## src/rtl/jump_trap.sv

```systemverilog
// jump_trap: watches Z80 operand reads after a JP nn opcode, captures
// the 16-bit target and raises a held trap when it matches the trap address.
module jump_trap #(
    parameter int TIMEOUT = 255
) (
    input  logic        clk,
    input  logic        reset_n,
    input  logic        m1_n,
    input  logic        mreq_n,
    input  logic        rd_n,
    input  logic [7:0]  data,
    input  logic        new_isr,
    input  logic        last_isr_jmp,
    input  logic        cfg_we,
    input  logic [1:0]  cfg_sel,
    input  logic [7:0]  cfg_data,
    input  logic        trap_ack,
    output logic        trap,
    output logic [15:0] jmp_target,
    output logic        busy
);

    typedef enum logic [2:0] {
        S_IDLE,
        S_LO,
        S_HI,
        S_CMP,
        S_TRAP
    } state_t;

    localparam logic [7:0] TO_LIM = 8'(TIMEOUT);

    state_t      state;
    state_t      state_nx;

    logic [1:0]  m1_sy;
    logic [1:0]  mreq_sy;
    logic [1:0]  rd_sy;
    logic        m1_d;
    logic        act_d;
    logic        samp;
    logic [7:0]  cap;
    logic [7:0]  cnt;
    logic [15:0] tgt;
    logic [15:0] trap_addr;
    logic        en;

    logic        m1_s;
    logic        act;
    logic        m1_rise;
    logic        m1_fall;
    logic        rd_end;
    logic        to_hit;
    logic        cnt_clr;
    logic        ld_lo;
    logic        ld_hi;
    logic        ld_tgt;

    assign m1_s    = m1_sy[1];
    assign act     = ~mreq_sy[1] & ~rd_sy[1] & m1_s;
    assign m1_rise = m1_s & ~m1_d;
    assign m1_fall = ~m1_s & m1_d;
    assign rd_end  = act_d & ~act;
    assign to_hit  = (cnt == TO_LIM);

    assign busy = (state == S_LO) || (state == S_HI);
    assign trap = (state == S_TRAP);

    // Strobe synchronizers idle high so reset never looks like bus activity
    always_ff @(posedge clk or negedge reset_n) begin
        if (!reset_n) begin
            m1_sy   <= 2'b11;
            mreq_sy <= 2'b11;
            rd_sy   <= 2'b11;
            m1_d    <= 1'b1;
            act_d   <= 1'b0;
            samp    <= 1'b0;
            cap     <= 8'h00;
        end else begin
            m1_sy   <= {m1_sy[0], m1_n};
            mreq_sy <= {mreq_sy[0], mreq_n};
            rd_sy   <= {rd_sy[0], rd_n};
            m1_d    <= m1_s;
            act_d   <= act;
            samp    <= m1_rise;
            if (act) begin
                cap <= data;
            end
        end
    end

    always_ff @(posedge clk or negedge reset_n) begin
        if (!reset_n) begin
            state <= S_IDLE;
        end else begin
            state <= state_nx;
        end
    end

    // Aborts take priority over a read-end landing in the same cycle
    always_comb begin
        state_nx = state;
        cnt_clr  = 1'b0;
        ld_lo    = 1'b0;
        ld_hi    = 1'b0;
        ld_tgt   = 1'b0;
        unique case (state)
            S_IDLE: begin
                if (samp && new_isr && last_isr_jmp) begin
                    state_nx = S_LO;
                    cnt_clr  = 1'b1;
                end
            end
            S_LO: begin
                if (m1_fall || to_hit) begin
                    state_nx = S_IDLE;
                end else if (rd_end) begin
                    state_nx = S_HI;
                    ld_lo    = 1'b1;
                    cnt_clr  = 1'b1;
                end
            end
            S_HI: begin
                if (m1_fall || to_hit) begin
                    state_nx = S_IDLE;
                end else if (rd_end) begin
                    state_nx = S_CMP;
                    ld_hi    = 1'b1;
                end
            end
            S_CMP: begin
                ld_tgt = 1'b1;
                if (en && (tgt == trap_addr)) begin
                    state_nx = S_TRAP;
                end else begin
                    state_nx = S_IDLE;
                end
            end
            S_TRAP: begin
                if (trap_ack) begin
                    state_nx = S_IDLE;
                end
            end
            default: begin
                state_nx = S_IDLE;
            end
        endcase
    end

    always_ff @(posedge clk or negedge reset_n) begin
        if (!reset_n) begin
            cnt        <= 8'h00;
            tgt        <= 16'h0000;
            jmp_target <= 16'h0000;
        end else begin
            if (cnt_clr) begin
                cnt <= 8'h00;
            end else if (busy && (cnt != 8'hFF)) begin
                cnt <= cnt + 8'h01;
            end
            if (ld_lo) begin
                tgt[7:0] <= cap;
            end
            if (ld_hi) begin
                tgt[15:8] <= cap;
            end
            if (ld_tgt) begin
                jmp_target <= tgt;
            end
        end
    end

    // Compare in CMP sees pre-edge values since these update on the same edge
    always_ff @(posedge clk or negedge reset_n) begin
        if (!reset_n) begin
            trap_addr <= 16'h0000;
            en        <= 1'b0;
        end else if (cfg_we) begin
            unique case (cfg_sel)
                2'd0:    trap_addr[7:0]  <= cfg_data;
                2'd1:    trap_addr[15:8] <= cfg_data;
                2'd2:    en              <= cfg_data[0];
                default: ;
            endcase
        end
    end

endmodule

```

## config.mk

```make
export PLATFORM = sky130hd
export DESIGN_NAME = jump_trap
export DESIGN_NICKNAME = d
export VERILOG_FILES = /design/src/rtl/jump_trap.sv
export SDC_FILE = /design/constraint.sdc
export NUM_CORES = 1
export LEC_CHECK = 0
export CAP_MARGIN = 40
export CORE_MARGIN = 2
export CORE_UTILIZATION = 35
export CTS_CLUSTER_DIAMETER = 80
export DETAILED_ROUTE_END_ITERATION = 12
export GPL_ROUTABILITY_DRIVEN = 1
export GPL_TIMING_DRIVEN = 0
export HOLD_SLACK_MARGIN = 0.02
export SLEW_MARGIN = 40
export SYNTH_ARGS = -nofsm -noshare
export SYNTH_HDL_FRONTEND = slang
export SYNTH_SLANG_ARGS = --single-unit
```

## constraint.sdc

```tcl
create_clock -name clk -period 2.7 [get_ports clk]
set_input_delay 0.54 -clock clk [delete_from_list [all_inputs] [get_ports clk]]
set_output_delay 0.54 -clock clk [all_outputs]
set_load 0.02 [all_outputs]
```

# == Word-level counts from Yosys, hierarchy flattened ==
# Index checks and enable logic that the tools add are counted.
# op_classes
add_sub_neg,1
n_eq_ne,13
n_mux,17
bitwise_logic,10
n_reduce_logical,13
# op_table
cell,count
3-bit 2-to-1 mux,7
16-bit == test,1
8-bit 2-to-1 mux,2
3-bit case mux with 5 select lines,1
8-bit by 1-bit adder with 8-bit output (second input constant),1
8-bit == test (second input constant),1
8-bit != test (second input constant),1
3-bit by 2-bit == test with 1-bit output (second input constant),2
1-bit 2-to-1 mux,6
3-bit by 2-bit != test with 1-bit output (second input constant),2
2-bit AND reduction,3
1-bit AND,5
1-bit NOT,5
1-bit logical AND,4
2-bit != test (second input constant),2
4-bit AND reduction,1
3-bit by 1-bit == test with 1-bit output (second input constant),1
3-bit == test (second input constant),1
3-bit logical NOT,1
2-bit by 1-bit == test with 1-bit output (second input constant),1
2-bit == test (second input constant),1
2-bit logical NOT,1
1-bit logical OR,2
1-bit case mux with 2 select lines,1
2-bit nonzero test,1
# word_totals
reg_bits,77
inputBits,27
out_inout_bits,18

# == Longest topological paths before layout ==
# logic_depth
word_depth,9
depth_mapped,6
depth_no_buf,5

# == Worst setup path before layout ==
# No wires, ideal clock.
# synth_timing
path_kind,register to register
startpoint,register cnt[0]
endpoint,register tgt[0]
setup_ns,0.125
arrival_ns,1.880
setup_slack_ns,0.695
path_stages_with_launch,6
period_less_slack_ns,2.005
path_cell_list,dfrtp_1 > ha_1 > and3_1 > a22o_1 > nor4_4 > mux2_2
# synth_between
elab_chain_len,4
# synth_lines
element,line,text
from (decl),43,logic [7:0] cnt;
from (signal assigned),159,cnt <= cnt + 8'h01;
8-bit == test,64,assign to_hit = (cnt == TO_LIM);
1-bit logical OR,115,if (m1_fall || to_hit) begin
1-bit 2-to-1 mux,-,
1-bit 2-to-1 mux,107,unique case (state)
to (signal assigned),162,tgt[7:0] <= cap;
to (decl),44,logic [15:0] tgt;
# Every way passes these cells.
# A chain may end at the register's enable or synchronous reset.

# == Final worst setup path ==
# layout_timing
startpoint,register state[0]
endpoint,output port busy
# layout_between
elab_chain_len,2
# layout_lines
element,line,text
from (decl),33,state_t state;
from (signal assigned),96,state <= state_nx;
3-bit by 1-bit == test with 1-bit output / 3-bit by 2-bit == test with 1-bit output (equally long branches),66,assign busy = (state == S_LO) || (state == S_HI);
1-bit logical OR (*),66,
to (decl),20,output logic busy
# Every way passes the cells marked *; elsewhere a longest branch is shown, timed or not.

==> flow_metrics.env <==
export IMPL_synth_seq_area_share_pct=60.2
export IMPL_setup_worst_path_start="state[0]"
export IMPL_r2r_worst_path_cells=5
export IMPL_final_max_slew_viol_count=0
export IMPL_worst_path_buf_inv=2
export IMPL_cts_tree="done"
export IMPL_netlist_area_um2=3220
export IMPL_cts_root_buf="clkbuf_8"
export IMPL_clock_sink_count=77
export IMPL_antenna_cells=0
export IMPL_synth_top_cells_by_area="dfrtp_1 (54%), mux2_2 (20%), dfstp_2 (5.7%), xor2_1 (4.4%), nor4_4 (1.3%)"
export IMPL_power_leakage_nw=1.80
export IMPL_routed_wirelength_normalized_by_instance_count_um=15.7
export IMPL_detail_route_drc_violations=0
export IMPL_antenna_left=0
export IMPL_synth_edff_count=0
export IMPL_yosys_register_bits=77
export IMPL_worst_slew_pin_slew_ns=0.807
export IMPL_first_global_vias=2013
export IMPL_flow_area_growth_from_synthesis_pct=26.6
export IMPL_core_um2=8810
export IMPL_die_w_um=99.9
export IMPL_max_cap_violations=0
export IMPL_layout_worst_path_cycle_share_pct=88.5
export IMPL_power_total_mw=2.93
export IMPL_cts_htree_levels=3
export IMPL_clk_path_buf_depth=2
export IMPL_final_layout_size_suffix_gt1_share_pct=33.5
export IMPL_critPathArrivalTime_ns=1.85
export IMPL_ys_flop_type="dfrtp_1"
export IMPL_worst_setup_path_type="register to output port"
export IMPL_grt_first_pass_wirelength_um=10400
export IMPL_finalSetupViolCount=0
export IMPL_antenna_found_initial=0
export IMPL_setup_worst_path_end="busy"
export IMPL_vdd_ir_drop_worst_v=0.000331
export IMPL_critical_path_max_stage_delay_ns=0.59
export IMPL_syn_inst=220
export IMPL_tritoncts_num_buffers=9
export IMPL_mostFrequentLayoutCell="dfrtp_1"
export IMPL_drtPass1Iterations=4
export IMPL_dr_first_iter_drc_count=61
export IMPL_cts_repair_resizes=0
export IMPL_worstPathRequired_ns=2.16
export IMPL_synthesis_area_per_instance_um2=14.6
export IMPL_yosysTopAreaCell="dfrtp_1"
export IMPL_fin_crit_ns=2.39
export IMPL_wl_um=6130
export IMPL_crit_chain="nand2b_4 -> a21o_1 -> inv_1 -> clkdlybuf4s50_1"
export IMPL_final_cell_area_um2=4070
export IMPL_final_global_route_overflow_total=0
export IMPL_leading_cell_types_in_the_layout_fill_and_taps_excluded="dfrtp_1 (70), mux2_2 (57), clkdlybuf4s50_1 (43)"
export IMPL_fillCellCount=783
export IMPL_cts_hold_buffers_added=0
export IMPL_min_path_type="input pin to asynchronous set/reset pin"
export IMPL_clk_insertion_delay_late_ns=0.35
export IMPL_critical_path_startpoint_type="register"
export IMPL_track_usage_pct=13.7
export IMPL_status="completed"
export IMPL_top_level_port_count=45
export IMPL_gp_routability_congestion=0.720
export IMPL_final_hold_violation_count=0
export IMPL_grt_setup_unrepaired="no"
export IMPL_hpwl_um=4270
export IMPL_fin_nets=304
export IMPL_finalClockSkew_ns=0.0165
export IMPL_postCtsSetupRepairBufs=0
export IMPL_timing_slew_headroom_pct=45.6
export IMPL_reg2reg_setup_slack_ns=0.41
export IMPL_worst_setup_hold_path_clk_slew_ns=0.09
export IMPL_route_detailed_vias_per_inst=4.96
export IMPL_placed_area_um2=3810
export IMPL_pin_count_of_the_biggest_net_entering_global_routing=41
export IMPL_syn_num_nets=248
export IMPL_critical_path_reg2reg_startpoint="cnt[0]"
export IMPL_synth_async_sr_flop_share_pct=100
export IMPL_placement_rows=34
export IMPL_slowest_stage="clkdlybuf4s50_1"
export IMPL_cp_top_family="buffers and inverters"
export IMPL_synth_distinct_cells=39
export IMPL_critical_path_endpoint_type="output port"
export IMPL_via_count=1930
export IMPL_power_per_cell_area_nw_per_um2=720
export IMPL_crit_path_max_fanout=6
export IMPL_port_buffer_count=44
export IMPL_timing_fmax_mhz=418
export IMPL_yosysWarningCount=0
export IMPL_start_util_pct=36.5
export IMPL_die_h_um=99.9
export IMPL_number_of_cells_on_the_critical_path=4
export IMPL_synth_top_cell_area_share_pct=54.5
export IMPL_crit_reg2reg_capture="tgt[4]"
export IMPL_die_area_um2=9970
[metal layers]
metal	GRT usage (%)	wire length, um	vias up
li1	-	-	905
met1	18.5	2980	988
met2	20.9	2840	28
met3	2.37	165	9
met4	7.80	141	0
met5	0	0	-
[layout make-up]
class,instances,area (um^2),area share (%)
plain buffers,4,26.3,0.646
clock buffers,11,151,3.72
clock inverters,5,106,2.61
inverters,4,15.0,0.369
multi-input cells,135,1240,30.4
flip-flops and latches,77,1940,47.6
well taps,108,135,3.32
repair buffers,45,462,11.3
[where the power goes]
part | internal (mW) | leakage, nW | total, mW | switching (mW)
logic | 0.237 | 0.691 | 0.407 | 0.170
clock network | 0.666 | 0.126 | 1.08 | 0.410
registers | 1.32 | 0.984 | 1.45 | 0.128
[cell usage after synthesis (2+ instances only)]
library cell  number
mux2_2            57
nand4_1            3
buf_2              3
dfrtp_1           70
nor3_1             2
nor4_4             2
or4_1              3
o21ai_0            2
nand2_1            3
nand2b_4           2
nor4_1             4
xnor2_1            2
a21oi_1            5
xor2_1            16
nand3_1            4
inv_1              4
nand3b_1           3
o31ai_1            2
nor2_1             5
dfstp_2            7
or3_1              3
[state kept, by name, summed over array words and instances (netlist names)]
| register | count |
|---|---|
| mreq_sy | 2 |
| samp | 1 |
| en | 1 |
| cap | 8 |
| jmp_target | 16 |
| m1_sy | 2 |
| act_d | 1 |
| tgt | 16 |
| rd_sy | 2 |
| m1_d | 1 |
| state | 3 |
| trap_addr | 16 |
| cnt | 8 |
[how the worst min path moves through the flow]
stage	startpoint	end	slack [ns]	cells past startpoint
detailed placement	m1_sy[0]	m1_sy[1]	0.35	0
CTS	reset_n	cnt[0]	0.08	1
global route	reset_n	cnt[1]	0.09	1
finish	reset_n	cnt[0]	0.09	1
global placement	m1_sy[0]	m1_sy[1]	0.35	0
floorplan	reset_n	act_d	0.24	0
[logic make-up after synthesis]
group,after synthesis,synth area share [%]
compound gates,17,3.81
xor+xnor,18,4.90
fa+ha+maj,1,0.389
buf+inv,8,1.28
flops,77,60.2
mux,58,20.3
simple gates,41,9.14
[stage by stage]
step           hold WS (ns)  setup slack, ns  instances  TNS, ns  utilization (%)
2_1_floorplan         0.244            0.695        220        0                -
3_3_place_gp          0.346            -1.67        372  -121.94             43.1
3_5_place_dp          0.347            0.411        373        0             43.3
4_1_cts              0.0810            0.283        389        0             46.2
5_1_grt              0.0932            0.222        389        0             46.2
6_report             0.0860            0.310        389        0             46.2
(Power assumes the default switching activity.)
